File: config.mk
export PLATFORM = sky130hd
export DESIGN_NAME = accumulator_result_reader
export DESIGN_NICKNAME = d
export VERILOG_FILES = /design/src/rtl/accumulator_pkg.sv /design/src/rtl/result_reader_fifo.sv /design/src/rtl/accumulator_result_reader.sv
export SDC_FILE = /design/constraint.sdc
export NUM_CORES = 1
export LEC_CHECK = 0
export CORE_MARGIN = 2
export CORE_UTILIZATION = 30
export CTS_CLUSTER_SIZE = 24
export DETAILED_ROUTE_END_ITERATION = 8
export PLACE_DENSITY = 0.56
export SLEW_MARGIN = 20
export SYNTH_ARGS = -nofsm -noshare
export SYNTH_HDL_FRONTEND = slang
export SYNTH_HIERARCHICAL = 1
export SYNTH_SLANG_ARGS = --single-unit
File: constraint.sdc
create_clock -name m00_axis_aclk -period 4.6 [get_ports m00_axis_aclk]
set_clock_uncertainty 0.2 [all_clocks]
set_input_delay 1.38 -clock m00_axis_aclk [delete_from_list [all_inputs] [get_ports m00_axis_aclk]]
set_output_delay 1.38 -clock m00_axis_aclk [all_outputs]
set_load 0.05 [all_outputs]
File: src/rtl/accumulator_pkg.sv
// rtl/accumulator_pkg.sv - shared defaults, state encoding and helpers for the result reader
package accumulator_pkg;

  localparam int DEF_BRAM_DEPTH          = 10;
  localparam int DEF_RES_BRAM_DATA_WIDTH = 64;

  typedef enum logic [1:0] {
    ST_IDLE   = 2'd0,
    ST_STREAM = 2'd1,
    ST_DRAIN  = 2'd2
  } rr_state_t;

  // Limit a requested frame length to the 2^depth words the result BRAM holds.
  // The result is 17 bits wide so that a 2^16 capacity is representable.
  function automatic logic [16:0] clamp_frame_len(input logic [15:0] req, input int depth);
    logic [16:0] cap;
    cap = 17'd1 << depth;
    if ({1'b0, req} > cap) begin
      return cap;
    end
    return {1'b0, req};
  endfunction

endpackage

File: src/rtl/result_reader_fifo.sv
// rtl/result_reader_fifo.sv - 2-entry first-word-fall-through skid buffer
//   clk, rst_n        : clock, asynchronous active-low reset
//   push, push_data   : write one entry
//   pop               : consume the head entry
//   empty, count      : status (count is 0..2)
//   head              : head entry, valid while empty=0
module result_reader_fifo #(
  parameter int W = 65
) (
  input  logic         clk,
  input  logic         rst_n,
  input  logic         push,
  input  logic [W-1:0] push_data,
  input  logic         pop,
  output logic         empty,
  output logic [1:0]   count,
  output logic [W-1:0] head
);

  logic [W-1:0] mem_q [2];
  logic         wr_ptr_q;
  logic         rd_ptr_q;
  logic [1:0]   count_q;
  logic         do_push;
  logic         do_pop;

  assign do_pop  = pop && (count_q != 2'd0);
  assign do_push = push && ((count_q != 2'd2) || do_pop);

  always_ff @(posedge clk or negedge rst_n) begin
    if (!rst_n) begin
      mem_q[0] <= '0;
      mem_q[1] <= '0;
      wr_ptr_q <= 1'b0;
      rd_ptr_q <= 1'b0;
      count_q  <= 2'd0;
    end else begin
      if (do_push) begin
        mem_q[wr_ptr_q] <= push_data;
        wr_ptr_q        <= ~wr_ptr_q;
      end
      if (do_pop) begin
        rd_ptr_q <= ~rd_ptr_q;
      end
      case ({do_push, do_pop})
        2'b10:   count_q <= count_q + 2'd1;
        2'b01:   count_q <= count_q - 2'd1;
        default: count_q <= count_q;
      endcase
    end
  end

  assign empty = (count_q == 2'd0);
  assign count = count_q;
  assign head  = mem_q[rd_ptr_q];

endmodule

File: src/rtl/accumulator_result_reader.sv
// rtl/accumulator_result_reader.sv - streams a frame of result BRAM words out on an AXI-Stream master
//   Optional feature macro: RESULT_READER_FRAME_CNT_EN adds the 32-bit frame_count output.
//   m00_axis_aclk / m00_axis_aresetn : clock, asynchronous active-low reset
//   start, frame_length              : frame request and its length in words
//   result_bram_*                    : BRAM read port (one-cycle read latency)
//   m00_axis_*                       : AXI-Stream master
//   busy, done                       : frame in progress, end-of-frame pulse
module accumulator_result_reader
  import accumulator_pkg::*;
#(
  parameter int BRAM_DEPTH             = DEF_BRAM_DEPTH,
  parameter int RES_BRAM_DATA_WIDTH    = DEF_RES_BRAM_DATA_WIDTH,
  parameter int C_M00_AXIS_TDATA_WIDTH = DEF_RES_BRAM_DATA_WIDTH
) (
  input  logic                                m00_axis_aclk,
  input  logic                                m00_axis_aresetn,
  input  logic                                start,
  input  logic [15:0]                         frame_length,
  output logic [BRAM_DEPTH-1:0]               result_bram_addr_read,
  output logic                                result_bram_r_enable,
  input  logic [RES_BRAM_DATA_WIDTH-1:0]      result_bram_datain,
  output logic                                m00_axis_tvalid,
  input  logic                                m00_axis_tready,
  output logic [C_M00_AXIS_TDATA_WIDTH-1:0]   m00_axis_tdata,
  output logic [C_M00_AXIS_TDATA_WIDTH/8-1:0] m00_axis_tstrb,
  output logic                                m00_axis_tlast,
  output logic                                busy,
  output logic                                done
`ifdef RESULT_READER_FRAME_CNT_EN
  ,
  output logic [31:0]                         frame_count
`endif
);

  localparam int FW = RES_BRAM_DATA_WIDTH + 1;

  rr_state_t       state_q;
  rr_state_t       state_d;
  logic [16:0]     len_q;
  logic [16:0]     rd_cnt_q;
  logic            rd_pend_q;
  logic            rd_pend_last_q;
  logic            done_q;

  logic            start_ok;
  logic            rd_issue;
  logic            rd_is_last;
  logic            beat_acc;
  logic            final_acc;
  logic [2:0]      fill_after;

  logic            fifo_empty;
  logic [1:0]      fifo_count;
  logic [FW-1:0]   fifo_head;

  assign start_ok   = (state_q == ST_IDLE) && start && (frame_length != 16'd0);
  assign beat_acc   = m00_axis_tvalid && m00_axis_tready;
  assign final_acc  = beat_acc && fifo_head[FW-1] && (state_q == ST_DRAIN);
  assign rd_is_last = (rd_cnt_q == (len_q - 17'd1));

  // Occupancy the skid buffer will have once this cycle's pop retires, plus the
  // read already in flight. Counting the pop keeps one beat per cycle with
  // tready high while still guaranteeing the returning word finds a free slot.
  assign fill_after = {1'b0, fifo_count} - {2'b00, beat_acc} + {2'b00, rd_pend_q};
  assign rd_issue   = (state_q == ST_STREAM) && (fill_after < 3'd2);

  always_comb begin
    state_d = state_q;
    case (state_q)
      ST_IDLE:   if (start_ok) state_d = ST_STREAM;
      ST_STREAM: if (rd_issue && rd_is_last) state_d = ST_DRAIN;
      ST_DRAIN:  if (final_acc) state_d = ST_IDLE;
      default:   state_d = ST_IDLE;
    endcase
  end

  always_ff @(posedge m00_axis_aclk or negedge m00_axis_aresetn) begin
    if (!m00_axis_aresetn) begin
      state_q        <= ST_IDLE;
      len_q          <= 17'd0;
      rd_cnt_q       <= 17'd0;
      rd_pend_q      <= 1'b0;
      rd_pend_last_q <= 1'b0;
      done_q         <= 1'b0;
    end else begin
      state_q        <= state_d;
      rd_pend_q      <= rd_issue;
      rd_pend_last_q <= rd_issue && rd_is_last;
      done_q         <= final_acc;
      if (start_ok) begin
        len_q <= clamp_frame_len(frame_length, BRAM_DEPTH);
      end
      // The address parks at 0 whenever the next state is IDLE so a new frame
      // always begins at word 0.
      if (state_d == ST_IDLE) begin
        rd_cnt_q <= 17'd0;
      end else if (rd_issue) begin
        rd_cnt_q <= rd_cnt_q + 17'd1;
      end
    end
  end

  // The last-beat marker travels with the data through the skid buffer.
  result_reader_fifo #(
    .W(FW)
  ) u_fifo (
    .clk       (m00_axis_aclk),
    .rst_n     (m00_axis_aresetn),
    .push      (rd_pend_q),
    .push_data ({rd_pend_last_q, result_bram_datain}),
    .pop       (beat_acc),
    .empty     (fifo_empty),
    .count     (fifo_count),
    .head      (fifo_head)
  );

  assign result_bram_addr_read = rd_cnt_q[BRAM_DEPTH-1:0];
  assign result_bram_r_enable  = rd_issue;
  assign m00_axis_tvalid       = !fifo_empty;
  assign m00_axis_tdata        = fifo_head[RES_BRAM_DATA_WIDTH-1:0];
  assign m00_axis_tlast        = !fifo_empty && fifo_head[FW-1];
  assign m00_axis_tstrb        = '1;
  assign busy                  = (state_q != ST_IDLE);
  assign done                  = done_q;

`ifdef RESULT_READER_FRAME_CNT_EN
  logic [31:0] frame_count_q;

  always_ff @(posedge m00_axis_aclk or negedge m00_axis_aresetn) begin
    if (!m00_axis_aresetn) begin
      frame_count_q <= 32'd0;
    end else if (final_acc) begin
      frame_count_q <= frame_count_q + 32'd1;
    end
  end

  assign frame_count = frame_count_q;
`endif

endmodule

==> impl_metrics.yaml <==
power_and_ir_drop:
  power_density_mw_per_mm2: 807.9
  leakage_nw: 4.672
  irDropWorstVdd_mv: 0.5061
  power_mw: 9.018
detailed_routing:
  dr.pass1.iters: 4
  ant_nets: 0
  met3_length_um: 812
  avgRoutedWirePerCell_um: 16.75
  met2_length_mm: 8.930
  route.vias.total: 5499
  met1_length_mm: 9.973
  drt_iter0_markers: 276
  wl_mm: 19.90
  dr.max_layer_used: "met4"
  drc: 0
  viasPerCell: 4.629
layout:
  final_area_mm2: 0.01116
  layout_common_cells: "dfrtp_1 (171), clkdlybuf4s50_1 (159), mux2_2 (95), mux2_1 (50), mux2_4 (50)"
  final_cells: 1188
  fin_nets: 885
  layout_commonest_cell: "dfrtp_1"
  drive_gt1_share_pct: 26.58
  area_growth_pct: 30.22
critical_path:
  arrival_ns: 2.97
  endpoint_kind: "primary output"
  startpoint_type: "input port"
  r2r_setup_slack_ns: 1.16
  endpoint: "result_bram_r_enable"
  reg2reg_from: "u_fifo/count[1]"
  crit_start: "m00_axis_tready"
  worstSetupPathType: "input port to primary output"
  r2r_cells: 13
  required_ns: 3.02
  worstPathMaxFanout: 2
  rr_endpoint: "state_q[0]"
flow_run:
  maxCapViolations: 0
floorplanning:
  core_region_area_mm2: 0.02793
  row_count: 61
  io_pins: 171
  die_x_um: 173.0
  die-area_mm2: 0.02994
  dieHeight_um: 173.0
  start_util_pct: 30.69
timing:
  relSlewSlack_pct: 41.01
  rsz0062_at_grt: "false"
  finalHoldViolCount: 0
  slew_viol_final: 0
  max_freq_mhz: 219.9
  setup_tns_ns: 0
  tightest_slew_ns: 0.8781
  setup_slack_ns: 0.05340
  fin_crit_sh_pct: 98.84
  setup_viol: 0
  period_needed_ns: 4.547
global_route:
  grt_max_degree: 79
  grt_first_pass_wirelength_mm: 32.52
  grt_overflow: 0
  antenna_found_initial: 0
  grt_usage_pct: 13.56
  grt_pass1_vias: 5719
placement:
  dp_slack_ns: -0.5534
  port_buffers: 162
  dp.cells: 1153
  gp_congestion: 0.7689
  place_area_mm2: 0.01051
  hpwl_mm: 13.50
synthesis:
  ys_ff_latch: 172
  synth_cell_type_count: 58
  synthFlopType: "dfrtp_1"
  avgSynthCellArea_um2: 13.33
  netlist_area_mm2: 0.008572
  synth_edf_count: 0
  synth-seq-area-share_pct: 50.21
  ys_async_sr_fraction_pct: 100.0
  synth_cells: 643
  yosys_warnings: 6
run_status:
  status: "completed"
hold_path:
  min_path_type: "flop to flop"
clock_network:
  cts_max_path_buffers: 2
  htree_levels: 4
  cts_tree: "done"
  clk_pin_slew_ns: 0.07
  clock_latency_ns: 0.42
  cts_root_buf: "clkbuf_16"
  cts_hold_buf: 0
  cts_made_buffers: 17
  clock_sinks: 172
[how the worst min path moves through the flow]
stage,end,start,cells after the start
floorplan,u_fifo/mem_q[100],u_fifo/mem_q[100],1
global placement,u_fifo/mem_q[75],u_fifo/mem_q[75],1
detailed placement,u_fifo/mem_q[90],u_fifo/mem_q[90],1
CTS,u_fifo/mem_q[90],u_fifo/mem_q[90],1
global route,u_fifo/mem_q[88],u_fifo/mem_q[88],1
finish,u_fifo/mem_q[90],u_fifo/mem_q[90],1
[synth_stat cells (all sizes together), types with 3 or more instances]
| library cell | n | area, µm² |
|---|---|---|
| mux2 | 195 | 2384 |
| dfrtp | 172 | 4304 |
| buf | 39 | 327.8 |
| nor2 | 29 | 108.9 |
| xnor2 | 23 | 201.4 |
| xor2 | 18 | 157.7 |
| clkbuf | 15 | 56.30 |
| nand2 | 13 | 48.80 |
| inv | 11 | 41.29 |
| a22o | 10 | 87.58 |
| nand3 | 9 | 45.04 |
| nand4 | 9 | 56.30 |
| and2 | 8 | 50.05 |
| nor3 | 8 | 40.04 |
| nor4 | 8 | 50.05 |
| nand2b | 6 | 37.54 |
| nor2b | 5 | 31.28 |
| nor3b | 5 | 47.54 |
| or4 | 5 | 41.29 |
| a21oi | 4 | 20.02 |
| ha | 4 | 50.05 |
| a211oi | 3 | 22.52 |
| a22oi | 3 | 22.52 |
| o21ai | 3 | 15.01 |
| or3 | 3 | 18.77 |
[timing repair]
action / in CTS / in global routing
endpoints found under the setup margin: 1 / 1
pin swaps: 2 / 0
buffers inserted: 1 / 1
cloned: 0 / 0
resized for setup: 10 / 1
[logic make-up (layout without fill, tap and decap cells)]
| logic type | count (synthesis) | after routing | synth area share (%) |
|---|---|---|---|
| AOI/OAI and AO/OA | 41 | 41 | 3.693 |
| muxes | 196 | 196 | 27.92 |
| other | 1 | 9 | 0.04375 |
| xor gates and xnor gates | 41 | 41 | 4.189 |
| DFF | 172 | 172 | 50.21 |
| buffers and inverters | 65 | 224 | 4.963 |
| adders and majority gates | 5 | 5 | 0.8174 |
| and+or+nand+nor | 122 | 122 | 8.160 |
[sequential cells by signal, summed over array words and instances, names as in the netlist]
register         cells
done                 1
len_q               16
rd_cnt_q            17
rd_pend_last_q       1
rd_pend_q            1
state_q              2
u_fifo/count         2
u_fifo/mem_q       130
u_fifo/rd_ptr_q      1
u_fifo/wr_ptr_q      1
[area by class of cell]
type	count	area (µm²)
Tap cell	378	473.0
Antenna cell	1	2.502
Fill cell	2677	16770
Clock inverter	14	170.2
Timing Repair Buffer	181	1808
Multi-Input combinational cell	413	3933
Inverter	11	41.29
Sequential cell	172	4305
Clock buffer	18	429.2
[through the flow]
| stage | hold slack (ns) | util (%) |
|---|---|---|
| 4_1_cts | 0.2893 | 39.90 |
| 3_3_place_gp | 0.2630 | 37.62 |
| 3_5_place_dp | 0.2708 | 37.63 |
| 2_1_floorplan | 0.2541 | - |
| 5_1_grt | 0.3018 | 39.95 |
| 6_report | 0.2823 | 39.96 |
[critical path, stage by stage]
cell and delay (ns):
buf_2 0.10, nor2b_4 0.16, ha_4 0.20, nand2b_4 0.13, fa_1 0.51, and3b_1 0.18, and2_4 0.18, buf_12 0.13
[per-layer routing]
layer	vias up	GRT usage (%)
met5	-	0
met4	0	3.284
met3	13	2.814
met2	123	20.55
met1	2782	19.75
li1	2581	-
[power by group]
group | internal (mW) | leakage, nW | switching, mW
Sequential | 2.15 | 2.09 | 0.348
Combinational | 2.25 | 2.29 | 2.82
Clock | 0.736 | 0.291 | 0.719
Total | 5.13 | 4.67 | 3.88
Note: power is estimated with default switching activity, not from simulation.
